## src/rtl/tetris_pkg.sv

```systemverilog
// ---------------------------------------------------------------------------
// tetris_pkg
// Shared constants for the gamepad front end and grid_controller.
//   - Button bit indices inside the 12-bit pad vector (bit 0 is shifted first).
//   - BTN_* codes consumed by grid_controller on controller_in (index + 1).
//   - Serial frame length and the poll-reader FSM state encoding.
//   - encode_buttons(): priority encoder, lowest pressed index wins.
// ---------------------------------------------------------------------------
package tetris_pkg;

  // A pad frame carries 16 serial bits. Only the low 12 map to buttons.
  localparam int FRAME_BITS  = 16;
  localparam int NUM_BUTTONS = 12;

  // Bit position of each button in the raw vector, in pad shift order.
  localparam int IDX_B      = 0;
  localparam int IDX_Y      = 1;
  localparam int IDX_SELECT = 2;
  localparam int IDX_START  = 3;
  localparam int IDX_UP     = 4;
  localparam int IDX_DOWN   = 5;
  localparam int IDX_LEFT   = 6;
  localparam int IDX_RIGHT  = 7;
  localparam int IDX_A      = 8;
  localparam int IDX_X      = 9;
  localparam int IDX_L      = 10;
  localparam int IDX_R      = 11;

  // Codes presented to grid_controller. Each code is the button index plus
  // one, so zero is free to mean "nothing pressed".
  localparam logic [3:0] BTN_NONE   = 4'd0;
  localparam logic [3:0] BTN_B      = 4'd1;
  localparam logic [3:0] BTN_Y      = 4'd2;
  localparam logic [3:0] BTN_SELECT = 4'd3;
  localparam logic [3:0] BTN_START  = 4'd4;
  localparam logic [3:0] BTN_UP     = 4'd5;
  localparam logic [3:0] BTN_DOWN   = 4'd6;
  localparam logic [3:0] BTN_LEFT   = 4'd7;
  localparam logic [3:0] BTN_RIGHT  = 4'd8;
  localparam logic [3:0] BTN_A      = 4'd9;
  localparam logic [3:0] BTN_X      = 4'd10;
  localparam logic [3:0] BTN_L      = 4'd11;
  localparam logic [3:0] BTN_R      = 4'd12;

  // Serial reader FSM states, in the order a poll walks through them.
  typedef enum logic [2:0] {
    S_IDLE  = 3'd0,
    S_LATCH = 3'd1,
    S_GAP   = 3'd2,
    S_LOW   = 3'd3,
    S_HIGH  = 3'd4,
    S_DONE  = 3'd5
  } reader_state_t;

  // Priority encoder: scanning from the top index down means the last hit,
  // i.e. the lowest pressed index, sets the final code. That gives
  // B over START over LEFT over RIGHT when several are held together.
  function automatic logic [3:0] encode_buttons(input logic [NUM_BUTTONS-1:0] raw);
    logic [3:0] code;
    code = BTN_NONE;
    for (int i = NUM_BUTTONS - 1; i >= 0; i--) begin
      if (raw[i]) begin
        code = 4'(i + 1);
      end
    end
    return code;
  endfunction

endpackage

```

## src/rtl/snes_input_controller_reader.sv

```systemverilog
// ---------------------------------------------------------------------------
// snes_serial_reader
// Runs one serial read of an SNES-style pad each time i_start is seen in
// S_IDLE: a latch pulse, a gap, then 16 low/high pad clock pulses. It samples
// the synchronized data line once per bit and delivers the 12 button bits.
//
// Ports
//   clk            in   system clock
//   reset          in   synchronous, active-high reset (aborts a poll)
//   i_start        in   poll request; honoured only while idle
//   i_pad_data     in   raw pad data line, active low, asynchronous to clk
//   o_pad_latch    out  parallel-load strobe to the pad, active high
//   o_pad_clk      out  shift clock to the pad, idles high
//   o_raw          out  captured buttons, active high (1 = pressed)
//   o_frame_valid  out  one-cycle pulse (S_DONE) when o_raw holds a new frame
// ---------------------------------------------------------------------------
module snes_serial_reader
  import tetris_pkg::*;
#(
  parameter int LATCH_CYCLES = 600,
  parameter int HALF_CYCLES  = 300
) (
  input  logic        clk,
  input  logic        reset,
  input  logic        i_start,
  input  logic        i_pad_data,
  output logic        o_pad_latch,
  output logic        o_pad_clk,
  output logic [11:0] o_raw,
  output logic        o_frame_valid
);

  localparam logic [9:0] LATCH_LAST = 10'(LATCH_CYCLES - 1);
  localparam logic [9:0] HALF_LAST  = 10'(HALF_CYCLES - 1);
  localparam logic [4:0] LAST_BIT   = 5'(FRAME_BITS);
  localparam logic [4:0] KEEP_BITS  = 5'(NUM_BUTTONS);

  reader_state_t r_state;
  reader_state_t w_nextState;

  logic        r_sync1;
  logic        r_sync2;
  logic [9:0]  r_timer;
  logic [4:0]  r_bitCount;
  logic [11:0] r_shift;

  logic w_timerLast;
  logic w_sample;
  logic w_padLatch;
  logic w_padClk;
  logic w_frameValid;

  // The pad line is asynchronous, so it crosses through two flops before the
  // FSM looks at it. Both reset to 1, the level of a released button.
  always_ff @(posedge clk) begin
    if (reset) begin
      r_sync1 <= 1'b1;
      r_sync2 <= 1'b1;
    end else begin
      r_sync1 <= i_pad_data;
      r_sync2 <= r_sync1;
    end
  end

  // State register for the poll sequence. Reset returns it to idle at once,
  // dropping whatever poll was in flight.
  always_ff @(posedge clk) begin
    if (reset) begin
      r_state <= S_IDLE;
    end else begin
      r_state <= w_nextState;
    end
  end

  // Next-state and pad-pin decode. Every timed state lasts until the shared
  // timer hits its last count. The sample strobe fires on the final cycle of
  // the gap (bit 0) and of each high phase while bits remain. The 16th high
  // phase finishes the last clock pulse without sampling.
  always_comb begin
    w_nextState  = r_state;
    w_timerLast  = 1'b0;
    w_sample     = 1'b0;
    w_padLatch   = 1'b0;
    w_padClk     = 1'b1;
    w_frameValid = 1'b0;
    case (r_state)
      S_IDLE: begin
        if (i_start) begin
          w_nextState = S_LATCH;
        end
      end
      S_LATCH: begin
        w_padLatch  = 1'b1;
        w_timerLast = (r_timer == LATCH_LAST);
        if (w_timerLast) begin
          w_nextState = S_GAP;
        end
      end
      S_GAP: begin
        w_timerLast = (r_timer == HALF_LAST);
        if (w_timerLast) begin
          w_sample    = 1'b1;
          w_nextState = S_LOW;
        end
      end
      S_LOW: begin
        w_padClk    = 1'b0;
        w_timerLast = (r_timer == HALF_LAST);
        if (w_timerLast) begin
          w_nextState = S_HIGH;
        end
      end
      S_HIGH: begin
        w_timerLast = (r_timer == HALF_LAST);
        if (w_timerLast) begin
          if (r_bitCount < LAST_BIT) begin
            w_sample    = 1'b1;
            w_nextState = S_LOW;
          end else begin
            w_nextState = S_DONE;
          end
        end
      end
      S_DONE: begin
        w_frameValid = 1'b1;
        w_nextState  = S_IDLE;
      end
      default: begin
        w_nextState = S_IDLE;
      end
    endcase
  end

  // Phase timer, bit counter and capture register. The timer restarts at
  // every phase boundary and is held at zero while idle, so each timed state
  // starts counting from 0. The capture register keeps the line level as
  // seen (1 = released) so its all-ones reset reads as no buttons; bits
  // 12..15 are clocked out of the pad but not stored.
  always_ff @(posedge clk) begin
    if (reset) begin
      r_timer    <= 10'd0;
      r_bitCount <= 5'd0;
      r_shift    <= '1;
    end else begin
      if (w_timerLast || (r_state == S_IDLE)) begin
        r_timer <= 10'd0;
      end else begin
        r_timer <= r_timer + 10'd1;
      end

      if (r_state == S_IDLE) begin
        r_bitCount <= 5'd0;
      end else if (w_sample) begin
        r_bitCount <= r_bitCount + 5'd1;
        if (r_bitCount < KEEP_BITS) begin
          r_shift[r_bitCount[3:0]] <= r_sync2;
        end
      end
    end
  end

  // The pad drives 0 for pressed, so the buttons come out inverted.
  assign o_raw         = ~r_shift;
  assign o_pad_latch   = w_padLatch;
  assign o_pad_clk     = w_padClk;
  assign o_frame_valid = w_frameValid;

endmodule

```

## src/rtl/snes_input_controller.sv

```systemverilog
// ---------------------------------------------------------------------------
// snes_input_controller
// Polls an SNES-style gamepad at roughly 60 Hz, debounces the 12 buttons
// across consecutive polls and encodes them into the 4-bit code that
// grid_controller reads on controller_in.
//
// Ports
//   clk             in   50 MHz system clock
//   reset           in   synchronous, active-high reset
//   pad_data        in   serial data from the pad, active low, asynchronous
//   pad_latch       out  parallel-load strobe to the pad, active high
//   pad_clk         out  shift clock to the pad, idles high
//   controller_out  out  encoded button code (0 = none, index + 1 otherwise)
//   buttons         out  debounced button vector, active high
//   poll_done       out  one-cycle pulse when a poll's 16 bits are captured
// ---------------------------------------------------------------------------
module snes_input_controller
  import tetris_pkg::*;
#(
  parameter int LATCH_CYCLES   = 600,
  parameter int HALF_CYCLES    = 300,
  parameter int POLL_CYCLES    = 833333,
  parameter int DEBOUNCE_POLLS = 2
) (
  input  logic        clk,
  input  logic        reset,
  input  logic        pad_data,
  output logic        pad_latch,
  output logic        pad_clk,
  output logic [3:0]  controller_out,
  output logic [11:0] buttons,
  output logic        poll_done
);

  localparam logic [19:0] POLL_LAST = 20'(POLL_CYCLES - 1);
  localparam logic [3:0]  DB_TARGET = 4'(DEBOUNCE_POLLS);

  logic [19:0] r_pollCnt;
  logic [11:0] r_prevRaw;
  logic [3:0]  r_dbCount;
  logic [11:0] r_buttons;
  logic [3:0]  r_code;

  logic        w_pollWrap;
  logic [11:0] w_raw;
  logic        w_frameValid;
  logic        w_rawMatch;
  logic [3:0]  w_dbCountNext;

  // Free-running poll interval counter. The wrap cycle is the poll request,
  // so the first poll starts a full interval after reset releases. A wrap
  // that arrives while a poll is still running is simply ignored by the
  // reader.
  always_ff @(posedge clk) begin
    if (reset) begin
      r_pollCnt <= 20'd0;
    end else if (w_pollWrap) begin
      r_pollCnt <= 20'd0;
    end else begin
      r_pollCnt <= r_pollCnt + 20'd1;
    end
  end

  assign w_pollWrap = (r_pollCnt == POLL_LAST);

  snes_serial_reader #(
    .LATCH_CYCLES (LATCH_CYCLES),
    .HALF_CYCLES  (HALF_CYCLES)
  ) u_reader (
    .clk           (clk),
    .reset         (reset),
    .i_start       (w_pollWrap),
    .i_pad_data    (pad_data),
    .o_pad_latch   (pad_latch),
    .o_pad_clk     (pad_clk),
    .o_raw         (w_raw),
    .o_frame_valid (w_frameValid)
  );

  // Agreement count for the debouncer. A frame matching the previous one
  // extends the run, saturating at the target. A different frame starts a
  // new run of one, which is what lets a target of 1 update immediately.
  always_comb begin
    w_rawMatch    = (w_raw == r_prevRaw);
    w_dbCountNext = 4'd1;
    if (w_rawMatch) begin
      if (r_dbCount >= DB_TARGET) begin
        w_dbCountNext = DB_TARGET;
      end else begin
        w_dbCountNext = r_dbCount + 4'd1;
      end
    end
  end

  // Debounce and encode, evaluated only on the frame-valid cycle. The
  // outputs move only once a run of identical frames reaches the target and
  // otherwise hold, so a held button keeps a steady code and a one-poll
  // glitch never reaches grid_controller.
  always_ff @(posedge clk) begin
    if (reset) begin
      r_prevRaw <= 12'd0;
      r_dbCount <= 4'd0;
      r_buttons <= 12'd0;
      r_code    <= BTN_NONE;
    end else if (w_frameValid) begin
      r_dbCount <= w_dbCountNext;
      if (!w_rawMatch) begin
        r_prevRaw <= w_raw;
      end
      if (w_dbCountNext == DB_TARGET) begin
        r_buttons <= w_raw;
        r_code    <= encode_buttons(w_raw);
      end
    end
  end

  assign controller_out = r_code;
  assign buttons        = r_buttons;
  assign poll_done      = w_frameValid;

endmodule

```

## config.mk

```make
export PLATFORM = sky130hd
export DESIGN_NAME = snes_input_controller
export DESIGN_NICKNAME = d
export VERILOG_FILES = /design/src/rtl/tetris_pkg.sv /design/src/rtl/snes_input_controller_reader.sv /design/src/rtl/snes_input_controller.sv
export SDC_FILE = /design/constraint.sdc
export NUM_CORES = 1
export LEC_CHECK = 0
export CORE_MARGIN = 2
export CORE_UTILIZATION = 60
export CTS_BUF_LIST = sky130_fd_sc_hd__clkbuf_16
export DETAILED_ROUTE_END_ITERATION = 16
export HOLD_SLACK_MARGIN = 0.02
export PLACE_DENSITY = 0.8
export REMOVE_ABC_BUFFERS = 1
export SETUP_SLACK_MARGIN = 0.02
export SYNTH_ARGS = -nofsm -noshare
export SYNTH_HDL_FRONTEND = slang
export SYNTH_SLANG_ARGS = --single-unit
```

## constraint.sdc

```tcl
create_clock -name clk -period 4.9 [get_ports clk]
set_input_delay 0.98 -clock clk [delete_from_list [all_inputs] [get_ports clk]]
set_output_delay 0.98 -clock clk [all_outputs]
set_load 0.1 [all_outputs]
```

Word-level counts from Yosys, hierarchy flattened
Index checks and enable logic that the tools add are counted.
Widths: inputs -> output; s select.
{"block": "word_totals", "output_inout_bits": 19, "elab_cells": 81, "regBits": 84}
{"block": "op_classes", "reduce_logical": 11, "bitwise_logic": 3, "order_cmp": 5, "n_addsub": 4, "mux": 32, "eq_ne": 15}
{"operator": "$mux 4", "count": 14}
{"operator": "$add 20x1->20 const B", "count": 1}
{"operator": "$eq 20x20->1 const B", "count": 1}
{"operator": "$mux 3", "count": 6}
{"operator": "$pmux 3 s5", "count": 1}
{"operator": "$bwmux 12", "count": 1}
{"operator": "$eq 12x12->1", "count": 1}
{"operator": "$not 12->12", "count": 1}
{"operator": "$add 10x1->10 const B", "count": 1}
{"operator": "$eq 10x10->1 const B", "count": 1}
{"operator": "$eq 10x9->1 const B", "count": 1}
{"operator": "$ne 2x1->1 const B", "count": 5}
{"operator": "$mux 1", "count": 7}
{"operator": "$eq 3x2->1 const B", "count": 2}
{"operator": "$eq 3x3->1 const B", "count": 2}
{"operator": "$reduce_or 2->1", "count": 3}
{"operator": "$add 5x1->5 const B", "count": 1}
{"operator": "$lt 4x5->1 const B", "count": 1}
{"operator": "$lt 5x4->1 const B", "count": 1}
{"operator": "$lt 5x5->1 const B", "count": 1}
{"operator": "$reduce_and 5->1", "count": 1}
{"operator": "$add 4x1->4 const B", "count": 1}
{"operator": "$demux 1 s4", "count": 1}
{"operator": "$eq 4x2->1 const B", "count": 1}
{"operator": "other kinds (11)", "count": 14}

Logic depth before layout (Yosys ltp)
Gate-level depths: netlist of run 1.
{"block": "depth", "word_depth": 13, "ltp_mapped": 8, "depth_no_buf": 6}

Cells and area by module
A second synthesis of run 1 with hierarchy kept.
{"block": "hier_totals", "cells_unflattened": 428, "hier_area_um2": 4081.4}
{"mod": "snes_input_controller", "area_each_um2": 2429.8, "seq_area_each_um2": 1041.0, "n_inst": 1, "cells_per_inst": 255}
{"mod": "snes_serial_reader", "area_each_um2": 1651.6, "seq_area_each_um2": 640.6, "n_inst": 1, "cells_per_inst": 173}

Worst setup path after synthesis of run 1
No wires, ideal clock.
{"block": "synth_timing", "path_kind": "flip-flop to output port", "start": "reg u_reader.r_state[0]", "end": "out pad_latch", "arrival_time_ns": 2.629, "path_slack_ns": 1.291, "required_ns": 3.920, "stages_incl_launch_ff": 4, "path_cell_list": "dfxtp_1 buf_2 inv_1 nor3_1"}
{"block": "synth_via", "elab_chain_cells": 2}
{"element": "start: declaration", "line": "snes_input_controller_reader.sv:38", "rtl": "reader_state_t r_state;"}
{"element": "start signal: assignment", "line": "snes_input_controller_reader.sv:71", "rtl": "r_state <= w_nextState;"}
{"element": "$eq 3x1->1", "line": "snes_input_controller_reader.sv:86", "rtl": "case (r_state)"}
{"element": "$mux 1", "line": "snes_input_controller_reader.sv:86"}
{"element": "end: declaration", "line": "snes_input_controller.sv:28", "rtl": "output logic pad_latch,"}
No other way between the ends.

Final worst setup path of run 1
{"block": "layout_timing", "start": "reg u_reader.r_state[0]", "end": "out poll_done"}
{"block": "layout_via", "elab_chain_cells": 2}
{"element": "$eq 3x3->1", "line": "snes_input_controller_reader.sv:86"}
{"element": "$mux 1", "line": "snes_input_controller_reader.sv:86"}
{"element": "end: declaration", "line": "snes_input_controller.sv:32", "rtl": "output logic poll_done"}
No other way between the ends.

==> out/results.ini, run 1 <==
[status]
outcome = finished clean

[logic_synthesis]
yosysWarningCount = 0
synth_xor_area_frac = 0.0899
yosysSeqAreaShare = 0.421
synth_top_family_by_area = simple AND/OR/NAND/NOR gates
synth_compound_area_frac = 0.0761
synth_ff_type = dfxtp_1
synth_edf_count = 0
synth_top_area_share = 0.421
synthMuxAreaShare = 0.0808
yosysMostFrequentCell = dfxtp_1
synth_cell_types = 56
synth_area_sq_um = 4000
syn_avg_cell_area_sq_um = 8.94
yosys.area_share.simple = 0.259
synth-seq-cells = 84
synth_common_cells = dfxtp_1, nor2_1, nand2_1
synth.top_cells.by_area = dfxtp_1, nor2_1, xnor2_1, mux2i_1, xor2_1
synth_area_leader_cell = dfxtp_1
synth_async_sr_flop_share = 0
syn_inst = 447
synth_fa_ha_area_frac = 0.0282

[place]
gp_congestion = 0.817
dp_cells = 526
postPlaceCellArea_sq_um = 4210
io_buffers = 21
dpl.hpwl_um = 5230

[die]
start_util = 0.626
die_h_um = 85.6
coreArea_sq_um = 6390
fp.dieW_um = 85.6
rows = 29
die_area_sq_um = 7330
ioPinCount = 22

[clock_network]
clockBufferDepth = 2
postCtsHoldBufs = 0
post_cts_buffers = 0
cts_buffers = 9
htreeDepth = 3
cts_tree = yes
postCtsResizedCells = 0
cts-root-buf = clkbuf_16
clock_sink_count = 84
clk_latency_ns = 0.33
cts.reportedPaths.clkPinSlew_ns = 0.06

[route]
viasPerCell = 5.74
ant_nets = 0
drt_iter0_drc = 210
drc_errors = 0
routed_wl_um = 7880
dr.pass1.iters = 5
vias = 3106
avgRoutedWirePerCell_um = 14.6

[worst_hold_path]
min_path_cells = 1
whs_endpoint = u_reader.r_sync2
hold_path.class = register to register
min_from = u_reader.r_sync1

[timing]
worst_slew_pin_slew_ns = 0.969
timing.final.crit_period_ns = 3.50
fmax_mhz = 285
slew_viol_final = 0
hold_ws_ns = 0.413
relSlewSlack = 0.352
setup_viol = 0
final_hold_viol_count = 0
finalClockSkew_ns = 0.00622
setup_tns_ns = 0
final.period_utilization = 0.715
rsz0062_at_grt = no

[worst_setup_path]
worst_ep_required_time_ns = 3.92
cp_cell_sequence = nor2b_1, nand2_1, inv_1, clkdlybuf4s50_1
max_stage_delay_ns = 1.14
endpoint_kind = output pin
r2r_setup_slack_ns = 2.20
cp_slowest_cell = clkdlybuf4s50_1
reg2regPathDepth = 5
arrival_ns = 2.52
startpoint_type = register
cp_max_fo = 10
r2r-end = u_reader.r_shift[4]
critical_path_class = register to output pin
r2r_start = u_reader.r_timer[4]

[power]
ir_drop_mv = 0.321
power.switching_uw = 276
p_comb_frac = 0.014
p_leak_uw = 0.00174
seqPwrFrac = 0.472
power.density_nw_per_um2 = 321
internal_power_uw = 1180
swShare = 0.189
p_clk_frac = 0.515

[global_route]
overflow = 0
antenna_found_initial = 0
grt_max_degree = 48
grt_pass1_wl_um = 13900
track_usage = 0.236
grt_pass1_vias = 3044

[final_layout]
design_area_sq_um = 4540
drive_gt1_frac = 0.0841
n_antenna_cell = 0
area_delta_synth_final_pct = 13.7
fin_nets = 472
stdcell_count = 541
postLayoutCoreUtil = 0.711

[run]
maxCapViolCount = 0

## power by group through the flow
stage                     combinational (uW)  sequential [uW]  clock [uW]
final                                   20.3              688         751
after global routing                    23.8              688         787
after CTS                               20.3              688         758
after detailed placement                20.4              704           0
after global placement                  19.8              703           0
after floorplan                         8.86              703           0
## worst max path at each step
| stage | from | end | slack, ns | cells past startpoint |
|---|---|---|---|---|
| after floorplan | u_reader.r_state[0] | pad_latch | 1.29 | 2 |
| after global placement | u_reader.r_state[0] | poll_done | 1.80 | 4 |
| after detailed placement | u_reader.r_state[0] | poll_done | 1.76 | 4 |
| after CTS | u_reader.r_state[0] | poll_done | 1.40 | 4 |
| after global routing | u_reader.r_state[0] | poll_done | 1.24 | 4 |
| final | u_reader.r_state[0] | poll_done | 1.40 | 4 |
## layer usage
layer / vias to the layer above / GRT usage / routed length [um]
met5: - / 0 / 0
met4: 0 / 0.105 / 143
met3: 16 / 0.0346 / 299
met2: 70 / 0.391 / 3860
met1: 1464 / 0.305 / 3580
li1: 1556 / - / -
## metrics by stage
stage | setup slack, ns | power [uW]
floorplan | 1.29 | 712
finish | 1.40 | 1460
detailed placement | 1.76 | 724
CTS | 1.40 | 1470
global placement | 1.80 | 723
global route | 1.24 | 1500
## state kept, by name, indices dropped and copies added, names as in the netlist
register             flops
u_reader.r_sync2         1
u_reader.r_timer        10
r_dbCount                4
u_reader.r_bitCount      5
u_reader.r_state         3
r_pollCnt               20
controller_out           4
r_prevRaw               12
buttons                 12
u_reader.r_sync1         1
u_reader.r_shift        12
## placed cells by master (no fill, tap or decap), types with 2 or more instances in the layout
cell type / n
a31oi_1: 3
nand3_1: 20
buf_4: 3
nand2b_1: 2
nor2b_1: 18
or2_2: 3
xor2_1: 16
or3b_2: 2
nor2_1: 75
and3_1: 3
and2_1: 2
nand2_1: 32
clkdlybuf4s50_1: 21
clkbuf_16: 9
nor3b_1: 3
inv_1: 20
nor4_4: 2
o21ai_0: 3
mux2_2: 6
or4b_2: 2
nor4_1: 2
nand4_1: 13
a21oi_1: 9
bufinv_16: 3
a311oi_1: 2
a211oi_1: 12
ha_1: 9
xnor2_1: 25
or3_1: 3
mux2_4: 5
nor4bb_1: 3
dfxtp_1: 84
mux2i_1: 18
nor3_1: 9
## cells by family (layout without fill, tap and decap cells)
logic type / after synthesis / in the layout
buffers and inverters: 40 / 57
AO/OA/AOI/OAI: 43 / 43
multiplexers: 29 / 29
XOR/XNOR: 41 / 41
adder cells (fa/ha/maj): 9 / 9
AND/OR/NAND/NOR: 201 / 201
flip-flops: 84 / 84
## final cells by class
cell class	instances	area, sq um
fillers	480	1840
multi-input cells	323	2130
clock inverters	6	106
repair buffers	24	233
well taps	77	96.3
inverters	18	67.6
clock buffers	9	225
flip-flops and latches	84	1680
## critical path, delay by kind of cell, from the launching register on
| kind | cells | cell delay (ns) |
|---|---|---|
| buffers and inverters | 2 | 1.31 |
| DFF | 1 | 0.46 |
| and+or+nand+nor | 2 | 0.42 |
Power figures use the tool's default switching activity.
==> run 2: changes to the inputs <==
Settings changed: CORE_UTILIZATION 60 to 59, PLACE_DENSITY 0.8 to 0.79.
Clock period 4.9 ns to 3.7 ns, I/O delays scaled along.
==> run 2 against run 1 <==
Sequential share of layout area grew 0.25 points. Sequential cell count stayed put. Worst setup slack got worse by 0.30 ns. First-iteration DRC count decreased by 16%. Register-to-register slack got worse by 0.99 ns. Utilization fell by 1.3 points. Hold slack gained 0.048 ns. Clock skew shrank 0.0015 ns. Combinational power increased by 33%. Total power increased by 27%. Critical path depth fell by 3. Largest cell class unchanged.
==> out/results.ini, run 2 (synthesized netlist as in run 1, its figures left out) <==
[place]
dpl.hpwl_um = 5560  ; was 5230 um
io_buffers = 21  ; unchanged
gp_congestion = 0.846  ; was 0.817
dp_cells = 528  ; was 526

[power]
p_leak_uw = 0.00173  ; was 0.00174 uW
ir_drop_mv = 0.326  ; was 0.321 mV
power.density_nw_per_um2 = 411  ; was 321 nW/um^2

[worst_setup_path]
max_stage_delay_ns = 1.16  ; was 1.14 ns
cp_max_fo = 2  ; was 10
crit_family = buffers and inverters  ; unchanged
endpoint_kind = output pin  ; unchanged
arrival_ns = 1.87  ; was 2.52 ns
cp_slowest_cell = clkdlybuf4s50_1  ; unchanged
worst-path-buf-inv = 1  ; was 2
r2r_setup_slack_ns = 1.21  ; was 2.20 ns
worst_ep_required_time_ns = 2.96  ; was 3.92 ns
startpoint_type = register  ; unchanged
critical_path_class = register to output pin  ; unchanged
cp_cell_sequence = clkdlybuf4s50_1  ; was nor2b_1, nand2_1, inv_1, clkdlybuf4s50_1

[run]
maxCapViolCount = 0  ; unchanged

[clock_network]
postCtsResizedCells = 0  ; unchanged
postCtsHoldBufs = 0  ; unchanged
post_cts_buffers = 0  ; unchanged
clk_latency_ns = 0.34  ; was 0.33 ns
cts_buffers = 9  ; unchanged
clock_sink_count = 84  ; unchanged
htreeDepth = 3  ; unchanged
cts_tree = yes  ; unchanged
cts.reportedPaths.clkPinSlew_ns = 0.06  ; about the same
cts-root-buf = clkbuf_16  ; unchanged
clockBufferDepth = 2  ; unchanged

[route]
avgRoutedWirePerCell_um = 14.9  ; was 14.6 um
route.layer.met1.wl_um = 3500  ; was 3580 um
top_layer = met4  ; unchanged
dr.pass1.iters = 5  ; unchanged
viasPerCell = 5.78  ; was 5.74
routed_wl_um = 8040  ; was 7880 um
drt_iter0_drc = 177  ; was 210
vias = 3128  ; was 3,106
ant_nets = 0  ; unchanged
drc_errors = 0  ; unchanged
wl_met3_um = 260  ; was 299 um
wl_met2_um = 4010  ; was 3860 um

[final_layout]
largest_reg_flops = 20  ; unchanged
fin_nets = 474  ; was 472
n_antenna_cell = 0  ; unchanged
fillerInstances = 503  ; was 480
drive_gt1_frac = 0.0927  ; was 0.0841
stdcell_count = 541  ; unchanged
final_common_cell = dfxtp_1  ; unchanged
area_delta_synth_final_pct = 12.9  ; was 13.7%
final_cell_mix = dfxtp_1, nor2_1, nand2_1, xnor2_1, nand3_1  ; was dfxtp_1, nor2_1, nand2_1, xnor2_1, clkdlybuf4s50_1
regMostFlops = r_pollCnt  ; unchanged

[timing]
setup_tns_ns = 0  ; unchanged
rsz0062_at_grt = no  ; unchanged
finalClockSkew_ns = 0.00472  ; was 0.00622 ns
final.period_utilization = 0.705
relSlewSlack = 0.343  ; was 0.352
setup_viol = 0  ; unchanged
final_hold_viol_count = 0  ; unchanged
slew_viol_final = 0  ; unchanged
hold_ws_ns = 0.460  ; was 0.413 ns
timing.final.crit_period_ns = 2.61
fmax_mhz = 384
worst_slew_pin_slew_ns = 0.982  ; was 0.969 ns

[global_route]
grt_max_degree = 24  ; was 48
overflow = 0  ; unchanged
grt_pass1_wl_um = 13600  ; was 13,900 um
grt_pass1_vias = 2927  ; was 3,044
antenna_found_initial = 0  ; unchanged
track_usage = 0.233  ; was 0.236

[worst_hold_path]
hold_path.class = register to register  ; unchanged

[die]
die_area_sq_um = 7450  ; was 7330 sq um
ioPinCount = 22  ; unchanged
coreArea_sq_um = 6460  ; was 6390 sq um
fp.dieW_um = 86.3  ; was 85.6 um
rows = 29  ; unchanged
die_h_um = 86.3  ; was 85.6 um
start_util = 0.619  ; was 0.626

[status]
outcome = finished clean  ; unchanged

-- run 2: cell types whose count changed in the layout (fill, tap and decap cells not counted), sizes merged --
cell,change
buf,+5
inv,-1
bufinv,-1
clkdlybuf4s50,-3
-- run 2: power by group --
| part | switching [uW] | total [uW] | leakage, uW | internal [uW] |
|---|---|---|---|---|
| registers | 3.77 | 912 | 0.000678 | 908 |
| clock network | 338 | 913 | 0.000148 | 575 |
| logic | 17.9 | 27.0 | 0.000908 | 9.13 |
-- run 2: worst paths after layout --
check,startpoint,endpoint,cells past startpoint
min reg2reg,u_reader.r_sync1,u_reader.r_sync2,1
max,buttons[3],buttons[3],1
min,u_reader.r_sync1,u_reader.r_sync2,1
max reg2reg,u_reader.r_state[2],u_reader.r_shift[9],5
-- run 2: stage by stage --
| step | instance area [sq um] | utilization | total power (uW) | setup slack [ns] |
|---|---|---|---|---|
| after floorplan | 3880 | - | 943 | 0.328 |
| after global placement | 4220 | 0.653 | 958 | 1.09 |
| after detailed placement | 4220 | 0.653 | 959 | 1.07 |
| after CTS | 4510 | 0.699 | 1860 | 1.10 |
| after global routing | 4510 | 0.699 | 1910 | 1.02 |
| final | 4510 | 0.699 | 1850 | 1.09 |
-- run 2: final cells by class --
class,count,area (sq um),share of cell area
well taps,77,96.3,0.0214
repair buffers,26,240,0.0532
clock buffers,9,225,0.0499
clock inverters,4,68.8,0.0153
flip-flops and latches,84,1680,0.373
inverters,18,67.6,0.0150
multi-input cells,323,2130,0.473
-- run 2: metal layers --
layer | GRT usage | up-vias
met5 | 0 | -
met2 | 0.385 | 69
met4 | 0.128 | 0
met1 | 0.292 | 1470
li1 | - | 1562
met3 | 0.0362 | 27
-- run 2: worst register-to-register path: cells and delay by family, from the launching register on --
kind / cells / cell delay (ns)
flip-flops: 1 / 0.54
multiplexers: 1 / 0.16
AO/OA/AOI/OAI: 1 / 0.45
AND/OR/NAND/NOR: 3 / 1.19
==> run 3: changes to the inputs <==
Settings changed: CORE_UTILIZATION 59 to 54, PLACE_DENSITY 0.79 to 0.76.
Clock period 3.7 ns to 2.2 ns, I/O delays scaled along.
==> run 3 against run 2 <==
Sequential share of layout area fell by 1.8 points. Highest routed layer unchanged. Routed wire length is 7.9% higher. Total power up 68%. Worst setup slack got worse by 1.0 ns. Non-clock buffer count increased by 24. Via count up 4.2%. Global-route usage shrank 1.1 points. Count of clock-buffer cells in the layout unchanged.
==> out/results.ini, run 3 (synthesized netlist as in run 1, its figures left out) <==
[status]
outcome = finished clean  ; unchanged

[worst_setup_path]
worst_ep_required_time_ns = 2.43  ; was 2.96 ns
critical_path_class = register to register  ; was register to output pin
max_stage_delay_ns = 0.65  ; was 1.16 ns
worst-path-buf-inv = 1  ; unchanged
cp_max_fo = 8  ; was 2
startpoint_type = register  ; unchanged
arrival_ns = 2.35  ; was 1.87 ns
r2r-end = buttons[6]  ; was u_reader.r_shift[9]
r2r_start = r_dbCount[0]  ; was u_reader.r_state[2]
cp_cell_sequence = inv_1, ha_1, o31a_1, or4_4, mux2_4  ; was clkdlybuf4s50_1
endpoint_kind = register  ; was output pin
cp_slowest_cell = or4_4  ; was clkdlybuf4s50_1
r2r_setup_slack_ns = 0.08  ; was 1.21 ns
reg2regPathDepth = 5  ; unchanged
crit_family = simple AND/OR/NAND/NOR gates  ; was buffers and inverters

[timing]
setup_tns_ns = 0  ; unchanged
slew_viol_final = 0  ; unchanged
relSlewSlack = 0.456  ; was 0.343
timing.final.crit_period_ns = 2.12
rsz0062_at_grt = yes  ; was no
hold_ws_ns = 0.415  ; was 0.460 ns
final.period_utilization = 0.964
worst_slew_pin_slew_ns = 0.810  ; was 0.982 ns
finalClockSkew_ns = 0.00942  ; was 0.00472 ns
final_hold_viol_count = 0  ; unchanged
setup_slack_ns = 0.0788  ; was 1.09 ns
setup_viol = 0  ; unchanged
fmax_mhz = 471

[place]
dp_cells = 571  ; was 528
io_buffers = 21  ; unchanged
gp_congestion = 0.891  ; was 0.846
dpl.hpwl_um = 6010  ; was 5560 um
pre_cts_ws_ns = 0.0999  ; was 1.07 ns
postPlaceCellArea_sq_um = 4400  ; was 4220 sq um

[final_layout]
fin_nets = 499  ; was 474
seq_area_sq_um = 1680  ; about the same
regMostFlops = r_pollCnt  ; unchanged
final_cell_mix = dfxtp_1, nor2_1, buf_4, nand2_1, xnor2_1  ; was dfxtp_1, nor2_1, nand2_1, xnor2_1, nand3_1
drive_gt1_frac = 0.185  ; was 0.0927
design_area_sq_um = 4750  ; was 4510 sq um
largest_reg_flops = 20  ; unchanged
final_common_cell = dfxtp_1  ; unchanged
area_delta_synth_final_pct = 18.8  ; was 12.9%
stdcell_count = 591  ; was 541
multi_input_area_sq_um = 2150  ; was 2130 sq um
fillerInstances = 623  ; was 503
n_antenna_cell = 0  ; unchanged

[global_route]
overflow = 0  ; unchanged
grt_max_degree = 35  ; was 24
antenna_found_initial = 0  ; unchanged
grt_pass1_vias = 3173  ; was 2,927
track_usage = 0.222  ; was 0.233
grt_pass1_wl_um = 14700  ; was 13,600 um

[route]
dr.pass1.iters = 4  ; was 5
routed_wl_um = 8670  ; was 8040 um
viasPerCell = 5.51  ; was 5.78
vias = 3259  ; was 3,128
ant_nets = 0  ; unchanged
drc_errors = 0  ; unchanged
avgRoutedWirePerCell_um = 14.7  ; was 14.9 um
drt_iter0_drc = 156  ; was 177

[clock_network]
cts_buffers = 9  ; unchanged
cts.reportedPaths.clkPinSlew_ns = 0.07  ; was 0.06 ns
postCtsHoldBufs = 0  ; unchanged
clockBufferDepth = 2  ; unchanged
htreeDepth = 3  ; unchanged
clk_latency_ns = 0.34  ; about the same
cts_tree = yes  ; unchanged
clock_sink_count = 84  ; unchanged
cts-root-buf = clkbuf_16  ; unchanged

[die]
coreArea_sq_um = 7210  ; was 6460 sq um
ioPinCount = 22  ; unchanged
die_h_um = 90.0  ; was 86.3 um
die_area_sq_um = 8100  ; was 7450 sq um
fp.dieW_um = 90.0  ; was 86.3 um
rows = 31  ; was 29
start_util = 0.554  ; was 0.619

[worst_hold_path]
whs_endpoint = u_reader.r_sync2  ; unchanged
hold_path.class = register to register  ; unchanged
min_path_cells = 1  ; unchanged
min_from = u_reader.r_sync1  ; unchanged

[run]
maxCapViolCount = 0  ; unchanged

[power]
ir_drop_mv = 0.425  ; was 0.326 mV
power.density_nw_per_um2 = 657  ; was 411 nW/um^2
p_leak_uw = 0.00190  ; was 0.00173 uW

[run 3: how the worst max path moves through the flow]
stage / to / slack [ns] / start / cells past startpoint
5_1_grt: buttons[9] / 0.01 / r_dbCount[0] / 5
3_3_place_gp: u_reader.r_shift[11] / 0.14 / reset / 4
6_report: buttons[6] / 0.08 / r_dbCount[0] / 5
2_1_floorplan: u_reader.r_state[0] / -0.92 / u_reader.r_state[0] / 5
3_5_place_dp: buttons[6] / 0.1 / u_reader.r_shift[9] / 5
4_1_cts: buttons[10] / 0.07 / u_reader.r_shift[2] / 5
[run 3: timing repair]
item | CTS | global route
resized for setup | 0 | 4
setup buffers | 0 | 3
endpoints found under the setup margin | 0 | 23
endpoints found under the hold margin | 0 | 0
[run 3: per-layer routing]
layer	wire, um	part of all wire	track usage	up-vias
met4	215	0.025	0.0910	0
met2	4170	0.48	0.373	74
met3	366	0.042	0.0293	19
met5	0	0	0	-
met1	3910	0.45	0.290	1548
li1	-	-	-	1618
[run 3: report_power, final]
group | total, uW | switching [uW] | internal [uW]
Combinational | 48.2 | 32.7 | 15.5
Clock | 1540 | 641 | 899
Sequential | 1530 | 6.56 | 1530
Total | 3120 | 680 | 2440
[run 3: final cells by class]
type                    instances  area share
well taps                      99      0.0261
repair buffers                 50      0.0880
multi-input cells             324       0.453
inverters                      18      0.0142
clock inverters                 7      0.0171
flip-flops and latches         84       0.354
clock buffers                   9      0.0474
[run 3: through the flow]
step | utilization | power [uW]
after floorplan | - | 1590
after global placement | 0.610 | 1610
after detailed placement | 0.610 | 1620
after CTS | 0.652 | 3140
after global routing | 0.658 | 3210
final | 0.658 | 3120
